`config.mk`:
```
export PLATFORM = sky130hd
export DESIGN_NAME = config_transactor
export DESIGN_NICKNAME = d
export VERILOG_FILES = /design/src/rtl/config_transactor.sv
export SDC_FILE = /design/constraint.sdc
export NUM_CORES = 1
export LEC_CHECK = 0
export CAP_MARGIN = 25
export CORE_MARGIN = 3
export CORE_UTILIZATION = 63
export CTS_CLUSTER_SIZE = 20
export DETAILED_ROUTE_END_ITERATION = 10
export PLACE_DENSITY = 0.77
export SLEW_MARGIN = 20
export SYNTH_ARGS = -nofsm -noshare
export SYNTH_HDL_FRONTEND = slang
export SYNTH_SLANG_ARGS = --single-unit
```
`constraint.sdc`:
```
create_clock -name clk -period 3.58 [get_ports clk]
set_input_delay 0.537 -clock clk [delete_from_list [all_inputs] [get_ports clk]]
set_output_delay 0.537 -clock clk [all_outputs]
set_load 0.05 [all_outputs]
```
`src/rtl/config_transactor.sv`:
```
// config_transactor
//
// Holds neuron, dendrite and synapse parameters written through a simple
// strobe interface and streams them out MSB-first on serial config chains:
// one chain per synapse row plus one neuron chain.
//
// Ports
//   clk            rising-edge clock
//   reset          asynchronous active-low reset (clears params and outputs)
//   wr_en          parameter write strobe (ignored while busy)
//   wr_sel         target: 0 neuron, 1 dendrite, 2 synapse, 3 ignored
//   wr_row         row (dendrite/synapse only)
//   wr_col         column (neuron/dendrite) or synapse index (synapse)
//   wr_idx         parameter index within the element
//   wr_data        parameter value
//   start_neuron   pulse: stream the neuron chain
//   start_rows     pulse: stream all row chains in lockstep
//   cfg_data       serial data, bit r = row r, top bit = neuron chain
//   cfg_valid      per-chain valid qualifier for cfg_data
//   busy           high from first bit through last bit of a transfer
//   done           one-cycle pulse after the last bit
module config_transactor #(
  parameter int NUM_SYNAPSE_ROWS = 2,
  parameter int NUM_COLS         = 2,
  parameter int PARAM_WIDTH      = 8,
  localparam int ROW_W = (NUM_SYNAPSE_ROWS > 1) ? $clog2(NUM_SYNAPSE_ROWS) : 1,
  localparam int COL_W = $clog2(2 * NUM_COLS)
) (
  input  logic                        clk,
  input  logic                        reset,
  input  logic                        wr_en,
  input  logic [1:0]                  wr_sel,
  input  logic [ROW_W-1:0]            wr_row,
  input  logic [COL_W-1:0]            wr_col,
  input  logic [1:0]                  wr_idx,
  input  logic [PARAM_WIDTH-1:0]      wr_data,
  input  logic                        start_neuron,
  input  logic                        start_rows,
  output logic [NUM_SYNAPSE_ROWS:0]   cfg_data,
  output logic [NUM_SYNAPSE_ROWS:0]   cfg_valid,
  output logic                        busy,
  output logic                        done
);

  localparam int NEU_LEN = 2 * NUM_COLS;   // params on the neuron chain
  localparam int ROW_LEN = 9 * NUM_COLS;   // params on each row chain
  localparam int CNT_W   = $clog2(ROW_LEN);
  localparam int BIT_W   = (PARAM_WIDTH > 1) ? $clog2(PARAM_WIDTH) : 1;
  localparam int CHAINS  = NUM_SYNAPSE_ROWS + 1;

  localparam logic [CHAINS-1:0] NEU_VALID  = CHAINS'(1) << NUM_SYNAPSE_ROWS;
  localparam logic [CHAINS-1:0] ROWS_VALID = NEU_VALID - CHAINS'(1);

  typedef enum logic [1:0] {
    IDLE,
    SHIFT_NEURON,
    SHIFT_ROWS,
    DONE
  } state_t;

  state_t                    state_reg;
  logic [CNT_W-1:0]          param_cnt_reg;
  logic [BIT_W-1:0]          bit_cnt_reg;
  logic [CHAINS-1:0]         cfg_data_reg;
  logic [CHAINS-1:0]         cfg_valid_reg;
  logic                      busy_reg;
  logic                      done_reg;

  // Parameter storage. Each row chain is stored flat in stream order:
  // column c occupies entries 9c..9c+8 = dendrite p0..2, synapse 2c p0..2,
  // synapse 2c+1 p0..2, so the shift counter addresses it directly.
  logic [PARAM_WIDTH-1:0]    neu_mem_reg [NEU_LEN];
  logic [PARAM_WIDTH-1:0]    row_mem_reg [NUM_SYNAPSE_ROWS][ROW_LEN];

  // ---------------------------------------------------------------------
  // Write decode
  // ---------------------------------------------------------------------
  logic                      row_ok;
  logic                      neu_wr;
  logic                      den_wr;
  logic                      syn_wr;
  logic [CNT_W-1:0]          neu_waddr;
  logic [CNT_W-1:0]          den_waddr;
  logic [CNT_W-1:0]          syn_waddr;
  logic [CNT_W-1:0]          row_waddr;

  always_comb begin
    row_ok    = int'(wr_row) < NUM_SYNAPSE_ROWS;
    neu_wr    = wr_en && !busy_reg && (wr_sel == 2'd0) &&
                (int'(wr_col) < NUM_COLS) && (wr_idx < 2'd2);
    den_wr    = wr_en && !busy_reg && (wr_sel == 2'd1) && row_ok &&
                (int'(wr_col) < NUM_COLS) && (wr_idx < 2'd3);
    syn_wr    = wr_en && !busy_reg && (wr_sel == 2'd2) && row_ok &&
                (int'(wr_col) < 2 * NUM_COLS) && (wr_idx < 2'd3);
    neu_waddr = CNT_W'(wr_col) * CNT_W'(2) + CNT_W'(wr_idx);
    den_waddr = CNT_W'(wr_col) * CNT_W'(9) + CNT_W'(wr_idx);
    // Synapse s lives in column s/2, after the 3 dendrite params, and the
    // odd synapse of the pair sits 3 entries further on.
    syn_waddr = CNT_W'(wr_col >> 1) * CNT_W'(9) + CNT_W'(3) +
                (wr_col[0] ? CNT_W'(3) : CNT_W'(0)) + CNT_W'(wr_idx);
    row_waddr = den_wr ? den_waddr : syn_waddr;
  end

  logic [NEU_LEN-1:0]                        neu_we;
  logic [NUM_SYNAPSE_ROWS-1:0][ROW_LEN-1:0]  row_we;

  genvar gi, gr;
  generate
    for (gi = 0; gi < NEU_LEN; gi++) begin : g_neu_we
      assign neu_we[gi] = neu_wr && (neu_waddr == CNT_W'(gi));
    end
    for (gr = 0; gr < NUM_SYNAPSE_ROWS; gr++) begin : g_row_we
      for (gi = 0; gi < ROW_LEN; gi++) begin : g_entry
        assign row_we[gr][gi] = (den_wr || syn_wr) &&
                                (wr_row == ROW_W'(gr)) &&
                                (row_waddr == CNT_W'(gi));
      end
    end
  endgenerate

  always_ff @(posedge clk or negedge reset) begin
    if (!reset) begin
      for (int i = 0; i < NEU_LEN; i++) begin
        neu_mem_reg[i] <= '0;
      end
      for (int r = 0; r < NUM_SYNAPSE_ROWS; r++) begin
        for (int i = 0; i < ROW_LEN; i++) begin
          row_mem_reg[r][i] <= '0;
        end
      end
    end else begin
      for (int i = 0; i < NEU_LEN; i++) begin
        if (neu_we[i]) begin
          neu_mem_reg[i] <= wr_data;
        end
      end
      for (int r = 0; r < NUM_SYNAPSE_ROWS; r++) begin
        for (int i = 0; i < ROW_LEN; i++) begin
          if (row_we[r][i]) begin
            row_mem_reg[r][i] <= wr_data;
          end
        end
      end
    end
  end

  // ---------------------------------------------------------------------
  // Stream position of the bit to be registered at the next edge
  // ---------------------------------------------------------------------
  logic [CNT_W-1:0]          param_cnt_next;
  logic [BIT_W-1:0]          bit_cnt_next;
  logic                      neu_last;
  logic                      row_last;

  always_comb begin
    param_cnt_next = param_cnt_reg;
    bit_cnt_next   = bit_cnt_reg - 1'b1;
    if (state_reg == IDLE) begin
      param_cnt_next = '0;
      bit_cnt_next   = BIT_W'(PARAM_WIDTH - 1);
    end else if (bit_cnt_reg == '0) begin
      param_cnt_next = param_cnt_reg + 1'b1;
      bit_cnt_next   = BIT_W'(PARAM_WIDTH - 1);
    end
    neu_last = (bit_cnt_reg == '0) && (param_cnt_reg == CNT_W'(NEU_LEN - 1));
    row_last = (bit_cnt_reg == '0) && (param_cnt_reg == CNT_W'(ROW_LEN - 1));
  end

  // Bit selection as a one-hot AND-OR over the stored entries.
  logic [NEU_LEN-1:0]                        neu_hit;
  logic [NUM_SYNAPSE_ROWS-1:0][ROW_LEN-1:0]  row_hit;
  logic                                      neu_bit;
  logic [NUM_SYNAPSE_ROWS-1:0]               row_bits;

  generate
    for (gi = 0; gi < NEU_LEN; gi++) begin : g_neu_hit
      assign neu_hit[gi] = (param_cnt_next == CNT_W'(gi)) &&
                           neu_mem_reg[gi][bit_cnt_next];
    end
    for (gr = 0; gr < NUM_SYNAPSE_ROWS; gr++) begin : g_row_hit
      for (gi = 0; gi < ROW_LEN; gi++) begin : g_entry
        assign row_hit[gr][gi] = (param_cnt_next == CNT_W'(gi)) &&
                                 row_mem_reg[gr][gi][bit_cnt_next];
      end
      assign row_bits[gr] = |row_hit[gr];
    end
  endgenerate

  assign neu_bit = |neu_hit;

  // ---------------------------------------------------------------------
  // Transfer state machine with registered outputs
  // ---------------------------------------------------------------------
  always_ff @(posedge clk or negedge reset) begin
    if (!reset) begin
      state_reg     <= IDLE;
      param_cnt_reg <= '0;
      bit_cnt_reg   <= '0;
      cfg_data_reg  <= '0;
      cfg_valid_reg <= '0;
      busy_reg      <= 1'b0;
      done_reg      <= 1'b0;
    end else begin
      case (state_reg)
        IDLE: begin
          done_reg <= 1'b0;
          // start_neuron wins when both starts arrive together.
          if (start_neuron) begin
            state_reg     <= SHIFT_NEURON;
            param_cnt_reg <= param_cnt_next;
            bit_cnt_reg   <= bit_cnt_next;
            cfg_valid_reg <= NEU_VALID;
            cfg_data_reg  <= {neu_bit, {NUM_SYNAPSE_ROWS{1'b0}}};
            busy_reg      <= 1'b1;
          end else if (start_rows) begin
            state_reg     <= SHIFT_ROWS;
            param_cnt_reg <= param_cnt_next;
            bit_cnt_reg   <= bit_cnt_next;
            cfg_valid_reg <= ROWS_VALID;
            cfg_data_reg  <= {1'b0, row_bits};
            busy_reg      <= 1'b1;
          end
        end
        SHIFT_NEURON: begin
          if (neu_last) begin
            state_reg     <= DONE;
            cfg_valid_reg <= '0;
            cfg_data_reg  <= '0;
            busy_reg      <= 1'b0;
            done_reg      <= 1'b1;
          end else begin
            param_cnt_reg <= param_cnt_next;
            bit_cnt_reg   <= bit_cnt_next;
            cfg_data_reg  <= {neu_bit, {NUM_SYNAPSE_ROWS{1'b0}}};
          end
        end
        SHIFT_ROWS: begin
          if (row_last) begin
            state_reg     <= DONE;
            cfg_valid_reg <= '0;
            cfg_data_reg  <= '0;
            busy_reg      <= 1'b0;
            done_reg      <= 1'b1;
          end else begin
            param_cnt_reg <= param_cnt_next;
            bit_cnt_reg   <= bit_cnt_next;
            cfg_data_reg  <= {1'b0, row_bits};
          end
        end
        DONE: begin
          done_reg  <= 1'b0;
          state_reg <= IDLE;
        end
        default: begin
          state_reg <= IDLE;
        end
      endcase
    end
  end

  assign cfg_data  = cfg_data_reg;
  assign cfg_valid = cfg_valid_reg;
  assign busy      = busy_reg;
  assign done      = done_reg;

endmodule

```
Word-level counts from Yosys, hierarchy flattened. Index checks and enable logic that the tools add are counted.

Register bits after elaboration: 338.

Muxes and demuxes: 119. Bitwise operators: 1. $add $sub $neg: 7. Order comparisons: 4. Multipliers: 2. Equality and inequality tests: 49. Reductions and logical operators: 111.

Operators by type and width (count): $bmux 1 s3 (40); $logic_and 1x1->1 (93); $eq 5x4->1 const B (16); $mux 1 (46); $eq 5x3->1 const B (8); $mux 3 (13); $reduce_or 18->1 (2); $mux 5 (7); $pmux 3 s3 (3); $eq 5x2->1 const B (5); $eq 5x5->1 const B (5); $add 5x2->5 (3); $logic_not 5->1 (3); $pmux 5 s3 (1); $mux 2 (6); $eq 5x1->1 const B (2); $eq 4x2->1 const B (2); $ne 2x2->1 const B (4); $pmux 2 s4 (1); $reduce_and 4->1 (2); $eq 2x2->1 const B (3); $lt 2x2->1 const B (3); $pmux 1 s3 (2); $add 5x1->5 const B (1); other kinds (19) (22).

Depth between registers and ports, before layout. Gate-level depths: netlist of the first run.

Word-level depth: 10. Mapped depth: 15. Gate-level depth less buffers: 13.

Worst setup path before layout of the first run. Ideal clock, no wire load.

Path kind: input port to flip-flop. Start: input wr_col[0]. End: register row_mem_reg[112] (netlist bit). Stages: 14. Path buffers: 1. Path slack: 279 ps. Arrival time: 3176 ps. Data required time: 3455 ps. Cell sequence: inv_1 > ha_1 > inv_1 > ha_1 > ha_1 > inv_1 > fa_1 > xor2_1 > nand2_1 > o21a_1 > or3_1 > clkbuf_1 > nor2_2 > mux2_2.

Longest elaborated chain between the ends: 6.

RTL lines: from (decl) (RTL line 34) `input logic [COL_W-1:0] wr_col,`; branches (longest 5 deep; another with $mul 2x4->5); $logic_and 1x1->1 * (RTL line 115) `(wr_row == ROW_W'(gr)) &&`; to (signal, indexed assignment) (RTL line 140) `row_mem_reg[r][i] <= wr_data;`; to (decl) (RTL line 73) `logic [PARAM_WIDTH-1:0] row_mem_reg [NUM_SYNAPSE_ROWS][ROW_LEN];`.

Every way passes the cells marked *. A chain may end at the register's enable or synchronous reset.

Worst setup path after layout of the first run.
Start: register bit_cnt_reg[0]. End: register cfg_data_reg[0], in the netlist cfg_data[0].

Longest elaborated chain between the ends: 10.

RTL lines: from (decl) (RTL line 63) `logic [BIT_W-1:0] bit_cnt_reg;`; from (signal assigned) (RTL line 211) `bit_cnt_reg <= bit_cnt_next;`; from (signal assigned) (RTL line 218) `bit_cnt_reg <= bit_cnt_next;`; from (signal assigned) (RTL line 233) `bit_cnt_reg <= bit_cnt_next;`; $sub 3x1->3 / $logic_not 3->1 (equally long branches) (RTL line 157, 161, 166); $mux 3 (RTL line 161) `end else if (bit_cnt_reg == '0) begin`; $mux 3 (RTL line 158) `if (state_reg == IDLE) begin`; $bmux 1 s3 (RTL line 183) `row_mem_reg[gr][gi][bit_cnt_next];`; $mux 1 (implied by the code) (RTL line 183); $logic_and 1x1->1 (RTL line 182) `assign row_hit[gr][gi] = (param_cnt_next == CNT_W'(gi)) &&`; $reduce_or 18->1 (RTL line 185) `assign row_bits[gr] = |row_hit[gr];`; $mux 3 (RTL line 215) `end else if (start_rows) begin`; $mux 3 (RTL line 208) `if (start_neuron) begin`; $pmux 3 s3 * (RTL line 204) `case (state_reg)`; to (signal assigned) (RTL line 213) `cfg_data_reg <= {neu_bit, {NUM_SYNAPSE_ROWS{1'b0}}};`; to (signal assigned) (RTL line 220) `cfg_data_reg <= {1'b0, row_bits};`; to (signal assigned) (RTL line 234) `cfg_data_reg <= {neu_bit, {NUM_SYNAPSE_ROWS{1'b0}}};`; to (decl) (RTL line 64) `logic [CHAINS-1:0] cfg_data_reg;`.

Mark *: on every way between the ends. The rest lies on a longest branch, timed or not. The select of a mux whose other input is x is not followed.

==> summary.md, run 1 <==
The run finished with clean final reports. During synthesis, Yosys emitted a total of 0 warnings. Power spread over the standard cell area amounts to 498 nW/um^2. The fraction of power spent switching nets was 24.0%.

The setup slack on the worst flop-to-flop path is 120 ps, and the number of synthesized flops with an enable pin is 0. In this run, placement finished with an instance count of 1848. The core occupancy in the finished layout is 74.5%, and the die area is 28700 sq um.

Per report_power, the combinational group accounts for 12.2% of the total. In this run the worst path has a maximum fanout of 15. TritonCTS built the clock tree.

The netlist uses 82 different library cells. Counting along the longest clock path gives a buffer depth of 3. Among all flip-flop cells after synthesis, the most frequent one is dfrtp_1.

For the worst flop-to-flop path, the logic depth is 12. The filler-free cell count of the finished design is 1915. The clock arrives with 13.9 ps of skew.

At the placement stage, the worst setup path has a slack of -304 ps. The height of the die came out at 170 um. Dividing the final minimum period by the clock period gives 96.6%. The logs give 89 for the pin count of the biggest net entering global routing and 289 MHz for the upper clock frequency limit. Ranked by total cell area, the synthesized netlist is headed by dfrtp_1 50%, mux2_2 22%, nand2_1 5.1%. For this block, the initial DRC count from the detailed router was 1195.

After global routing the overflow that remains totals 0. During I/O placement, the number of pins put on the boundary was 28. For this design the total switching power over the nets is 2.34 mW. In this run the static leakage power is 9.37 nW. When the netlist entered floorplanning its net count stood at 1510. The fraction of layout cells with a size suffix above 1 is 34.4%, and the core area is 26200 sq um. Per report_power, the sequential group accounts for 48.1% of the total. Buffers inserted during clock tree synthesis total 36. Shortest clock period the worst path allows after layout: 3460 ps.

Endpoint kind of the worst setup timing path: a flop. For the proportion of synthesized chip area in sequential cells, the log shows 50.0%. The data required time at the worst endpoint is 3970 ps. The tool flagged a number of max-cap violations equal to 0.

The logs give 12800 for the via count of the first global-routing pass and 29200 um for the sum of net half-perimeters after detailed placement. The worst max-slew margin expressed relative to the limit is 26.7%, and the final count of negative-setup-slack endpoints is 0. The number of buffers inserted by port buffering is 27, and the mean cell area of the mapped netlist is 11.5 sq um. In this run the core area contains 59 standard-cell rows.

Per report_power, the clock group accounts for 39.8% of the total. The most critical setup path has its startpoint at bit_cnt_reg[0]. Summed over all instances, the cell type with the most area after synthesis is dfrtp_1. The kind of start point of the critical path was a flop. In the final routed layout, each cell accounts on average for 24.0 um. The number of inserted diodes is 0, and the residual antenna-violating net count after detailed routing is 0. Worst hold path class: primary input to asynchronous set/reset pin.

The first global-routing pass estimated 72200 um of wire. The gate count after technology mapping is 1469. Leaving out fill and tap cells, the most frequent cell in the layout is dfrtp_1. The tools report the clock insertion delay at the later pin of the skew report as 520 ps.

Once routing completed, OpenROAD measured the worst setup slack at 120 ps. The launch instance of the worst register-to-register path is bit_cnt_reg[0]. The tools report the all-layer global routing usage as 32.2%. In this run the worst setup path terminates at cfg_data[0]. IR analysis of the VDD net gives a maximum drop of 0.473 mV.

The critical path is of the flop to flop type. After detailed routing, the number of vias per cell comes to 6.61. For this run, design rule violations remaining after detail routing come to 0. For the initial core utilization, the log shows 64.3%.

The share of flip-flops with an asynchronous set or reset came out at 100%. Counting every sink on the clock net gives 337. The register with the most flip-flops in the layout has 288 of them. STA puts the critical path data arrival time at 3850 ps.

The tools report the number of antenna violations at the first check in global routing as 1. The number of detailed-routing iterations run before antenna repair was 5; the hold violation total from the final report was 0. Setup repair after global routing left no endpoint under its margin.

The run gives 12700 as the overall via count from detail_route. The die boundary width is 170 um. The count of H-tree levels built during CTS is 2. The root cell of the clock tree was clkbuf_16. For this run, the post-layout net count is 1597.

The mapped netlist covers 16900 sq um. The flip-flop and latch count after synthesis was 337. The worst register-to-register path ends at cfg_data[0].

The run gives 0.969 as the routability congestion estimate. The internal power of the cells totals 7.40 mW. After layout, the design draws a total of 9.74 mW. At the pin with the least slew margin, the transition time is 1100 ps. For the final max-slew violation count, the log shows 0. The tools report the worst slack on hold paths as 34.4 ps. After detailed routing, the total wire length is 46000 um.

In the layout the commonest cells are 337 x dfrtp_1, 322 x mux2_2, 227 x nand2_1. Summed over its instances, the top area cell type makes up 50.0% of the synthesized netlist area. For this design, the CTS-stage hold fixing added 0 buffers. Clock-pin slew was measured on the worst setup and hold paths at 60 ps.

From synthesis to final layout, the design area changed by 15.9%.
logic make-up (layout without fill, tap and decap cells):
group | Yosys count | in the layout | share of synthesized area, %
AND/OR/NAND/NOR | 446 | 446 | 12.8
adder cells (fa/ha/maj) | 21 | 21 | 1.65
multiplexers | 369 | 369 | 24.6
XOR/XNOR | 4 | 4 | 0.208
flip-flops | 337 | 337 | 50.0
buffers and inverters | 110 | 221 | 2.97
AO/OA/AOI/OAI | 182 | 182 | 7.76
through the flow:
step                      setup TNS (ps)  cell area (sq um)
after floorplan                        0              16900
after global placement            -17750              18200
after detailed placement          -31990              18200
after CTS                              0              19400
after global routing                   0              19500
final                                  0              19500
cells in the mapped netlist, drive strengths merged, types with 7 or more instances:
cell / number
o21ai: 29
nor2b: 10
a21oi: 30
nand4: 13
nor3: 13
and3: 16
a31oi: 17
dfrtp: 337
mux2: 325
inv: 12
buf: 48
o21a: 7
clkbuf: 49
nand3: 73
nor2: 46
o22ai: 8
a22oi: 13
mux2i: 41
a211oi: 11
nand2: 229
ha: 19
a32oi: 13
how the worst min path moves through the flow:
stage                from               to  slack [ps]  cells after the start
floorplan           reset   bit_cnt_reg[0]         240                      0
global placement     done             done         460                      2
detailed placement   done             done         460                      2
CTS                 reset  neu_mem_reg[15]          80                      1
global route        reset  neu_mem_reg[15]          90                      1
finish              reset  neu_mem_reg[15]          30                      1
worst max-delay path, stage by stage, from the launching register on:
cell and delay (ps):
dfrtp_1 350, clkinv_1 180, ha_1 550, nor2b_2 270
nand2_1 240, nor2_1 170, buf_4 270, a32oi_1 160
and3_1 210, a2111o_1 410, nor4_1 270, buf_4 190
a31oi_1 80
power by group through the flow:
| stage | clock network [mW] | logic, mW | registers [mW] |
|---|---|---|---|
| floorplan | 0 | 0.807 | 4.65 |
| global placement | 0 | 1.12 | 4.69 |
| detailed placement | 0 | 1.17 | 4.73 |
| CTS | 3.91 | 1.18 | 4.67 |
| global route | 4.06 | 1.30 | 4.74 |
| finish | 3.87 | 1.19 | 4.68 |
layer usage:
metal  GRT usage (%)  up-vias  share of wire (%)
li1                -     5494                  -
met1            43.0     6461                 41
met2            52.3      555                 48
met3            6.34      141                7.4
met4            13.4        0                4.2
met5               0        -                  0
layout make-up:
cell class | instances | area (sq um)
flip-flops and latches | 337 | 8430
multi-input cells | 1022 | 7970
fillers | 1702 | 6670
repair buffers | 146 | 1440
clock buffers | 52 | 1050
well taps | 335 | 419
clock inverters | 10 | 178
inverters | 13 | 48.8
repair_timing:
action	4_1_cts	5_1_grt
setup buffers	0	3
resized for setup	0	9
setup endpoints to repair	0	2
Note: power is estimated with default switching activity, not from simulation.
==> run 2: changes to the inputs <==
--- a/config.mk
+++ b/config.mk
@@ -5,12 +5,13 @@
 export SDC_FILE = /design/constraint.sdc
 export NUM_CORES = 1
 export LEC_CHECK = 0
+export ABC_AREA = 0
 export CAP_MARGIN = 25
 export CORE_MARGIN = 3
-export CORE_UTILIZATION = 63
+export CORE_UTILIZATION = 45
 export CTS_CLUSTER_SIZE = 20
 export DETAILED_ROUTE_END_ITERATION = 10
-export PLACE_DENSITY = 0.77
+export PLACE_DENSITY = 0.58
 export SLEW_MARGIN = 20
 export SYNTH_ARGS = -nofsm -noshare
 export SYNTH_HDL_FRONTEND = slang
==> summary.md, run 2 (synthesized netlist as in run 1, its figures left out) <==
The overall via count from detail_route was 12300 (-3.1%). The worst hold path class was primary input to asynchronous set/reset pin. The worst path buffer plus inverter count came out at 6 (+3). The number of nets in the layout came out at 1603 (+0.38%). The run gives 74700 um (+3.5%) as the first-pass GRT wire length.

The critical path in this run is classified as flop to flop. The logs give 157 ps (+37.0 ps) for the post-route worst setup slack and 9.82 mW (+0.86%) for the sum of internal, switching and leakage power. The run gives 3216 (+89%) as the count of fill cells added during filler insertion. The sum of routed wire length over all layers was 48300 um (+5.2%). The worst setup path is captured at a flop. The height of the die works out to 200 um (+18%). The count of H-tree levels built during CTS is 2 (unchanged), and the number of clock buffers inserted by TritonCTS is 39 (+8.3%).

Initial core utilization: 45.8% (-18 points). Among all stages on the critical path, the largest delay is contributed by nor4_4. The post-route DRC violation count came out at 0 (unchanged).

The sum of net half-perimeters after detailed placement was 31800 um (+8.9%); the max-cap violation count was 0 (unchanged). The number of flip-flops under the largest register name is 288 (unchanged), and the final count of negative-setup-slack endpoints is 0 (unchanged). The final max-slew violation count came out at 0 (unchanged).

The worst setup path is launched from a flop. The number of buffers inserted by port buffering is 27 (unchanged). The static leakage power is 9.40 nW (+0.41%), and the data required time at the worst endpoint is 4000 ps (+30 ps).

The tools report the die area as 39800 sq um (+38%). The post-CTS repair timing setup buffer count is 0 (unchanged), and the setup slack after placement is -307 ps (-3.15 ps). The number of buffers added to fix hold violations after cts is 0 (unchanged).

The final reports fail on negative hold slack. The area added between synthesis and finish was 17.7%. Leaving out fill and tap cells, the most frequent cells in the layout are 337 x dfrtp_1, 322 x mux2_2, 227 x nand2_1. The run gives 4 (+4) as the hold violation total from the final report. For the worst slack on hold paths, the log shows -7.81 ps (-42.2 ps).

The flow ran to the end, but the final reports show violations. The number of antenna violations at the first check in global routing came out at 0 (-1). The number of detailed-routing iterations run before antenna repair came out at 5 (unchanged). The period utilization was 95.6% (-1.0 points). The run gives 70 (+19%) as the number of rows created at floorplan. The routability congestion estimate is 0.862 (-11%), and the number of resized instances in the post-cts repair step is 0 (unchanged).

The shortest clock period the worst path allows after layout is 3420 ps (-37.0 ps), and the clock insertion delay at the later pin of the skew report is 550 ps (+30 ps). The upper clock frequency limit is 292 MHz (+1.1%), and the worst stage delay on the critical path is 420 ps (-130 ps). The logs give 0.402 mV (-15%) for the highest ir drop seen on vdd and 3 (unchanged) for the maximum buffer depth of the clock tree. The detail-routed via count per cell came out at 5.97 (-9.7%). The core occupancy in the finished layout came out at 53.9% (-21 points).

Residual antenna-violating net count after detailed routing: 0 (unchanged). The number of violations reported at the end of detailed-routing iteration 0 came out at 826 (-31%). For the accumulated negative setup slack, the log shows 0 ps (unchanged).

On the critical path the largest part of the delay comes from buffers and inverters. The root cell of the clock tree is clkbuf_16. The setup slack on the worst flop-to-flop path was 160 ps (+40 ps); the worst max-slew margin expressed relative to the limit was 30.0% (+3.3 points).

The pin count of the biggest net entering global routing is 87 (-2.2%), and the total area of multi-input combinational cells is 7960 sq um (-0.17%). Counting stages on the worst path, the most repeated cell is buf_4. The all-layer global routing usage came out at 24.6% (-7.6 points). Largest fanout on the critical path: 8 (-7). Post-detailed-route wirelength per cell: 23.5 um (-2.0%).

The logs give 337 (unchanged) for the count of clock tree sinks and 28 (unchanged) for the number of placed I/O pins. The most common library cell in the layout ignoring fill and taps was dfrtp_1. The remaining global-route overflow was 0 (unchanged).

The transition at the pin with the smallest max-transition slack works out to 1050 ps (-49.0 ps). The tools report the data arrival time of the critical path as 3850 ps (about the same). Die boundary width: 200 um (+18%). Traced cell by cell, the critical path runs through clkinv_1, buf_4, ha_1, nor4_4, nor2_4, buf_4, buf_4, a21oi_1, a2111oi_0, buf_4, a2111o_1, nor4_1, buf_4, a31oi_1.

TritonCTS built the clock tree. The run gives 12300 (-4.0%) as the via count of the first global-routing pass. The power density normalized to cell area was 495 nW/um^2 (-0.63%). The tools report the number of inserted diodes as 0 (unchanged). The core area is 36800 sq um (+40%). The clock input transition at the sequential cells of the worst setup and hold paths works out to 60 ps (about the same).

The worst clock skew is 19.6 ps (+5.65 ps), and the fraction of layout cells with a size suffix above 1 is 34.7% (+0.23 points). Setup repair after global routing left no endpoint under its margin. The tools report the area occupied by registers as 8430 sq um (unchanged).
[run 2: worst register-to-register path, cell delays in order (launching register included)]
cell and delay, ps:
dfrtp_1 390, clkinv_1 140, buf_4 200, ha_1 280
nor4_4 420, nor2_4 160, buf_4 200, buf_4 180
a21oi_1 150, a2111oi_0 80, buf_4 160, a2111o_1 380
nor4_1 290, buf_4 180, a31oi_1 80
[run 2: power by group]
| group | internal (mW) | switching, mW |
|---|---|---|
| Combinational | 0.632 | 0.550 |
| Clock | 2.41 | 1.57 |
| Sequential | 4.38 | 0.282 |
| Total | 7.42 | 2.40 |
[run 2: path summary, 6_finish.rpt]
kind / start / end / depth (start not counted)
max in group asynchronous: reset / row_mem_reg[234] / 2
min in group clk: done / done / 2
min reg2reg: done / done / 2
min: reset / neu_mem_reg[15] / 1
max: bit_cnt_reg[0] / cfg_data[0] / 14
max reg2reg: bit_cnt_reg[0] / cfg_data[0] / 14
[run 2: layout make-up]
cell class / count / share of cell area, %
Clock buffer: 58 / 5.95
Tap cell: 468 / 2.95
Timing Repair Buffer: 149 / 7.74
Sequential cell: 337 / 42.5
Multi-Input combinational cell: 1022 / 40.1
Clock inverter: 8 / 0.467
Inverter: 13 / 0.246
[run 2: per-stage QoR]
stage	area [sq um]	std cells
final	19800	2055
after global routing	19800	2055
after floorplan	16900	1469
after detailed placement	18500	1988
after global placement	18400	1984
after CTS	19800	2054
[run 2: metal layers]
layer  track usage [%]  up-vias  wire length (um)
met2              40.1      316             22900
met3              3.47       83              2510
li1                  -     5504                 -
met1              34.8     6361             21900
met4              6.67        0              1080
met5                 0        -                 0
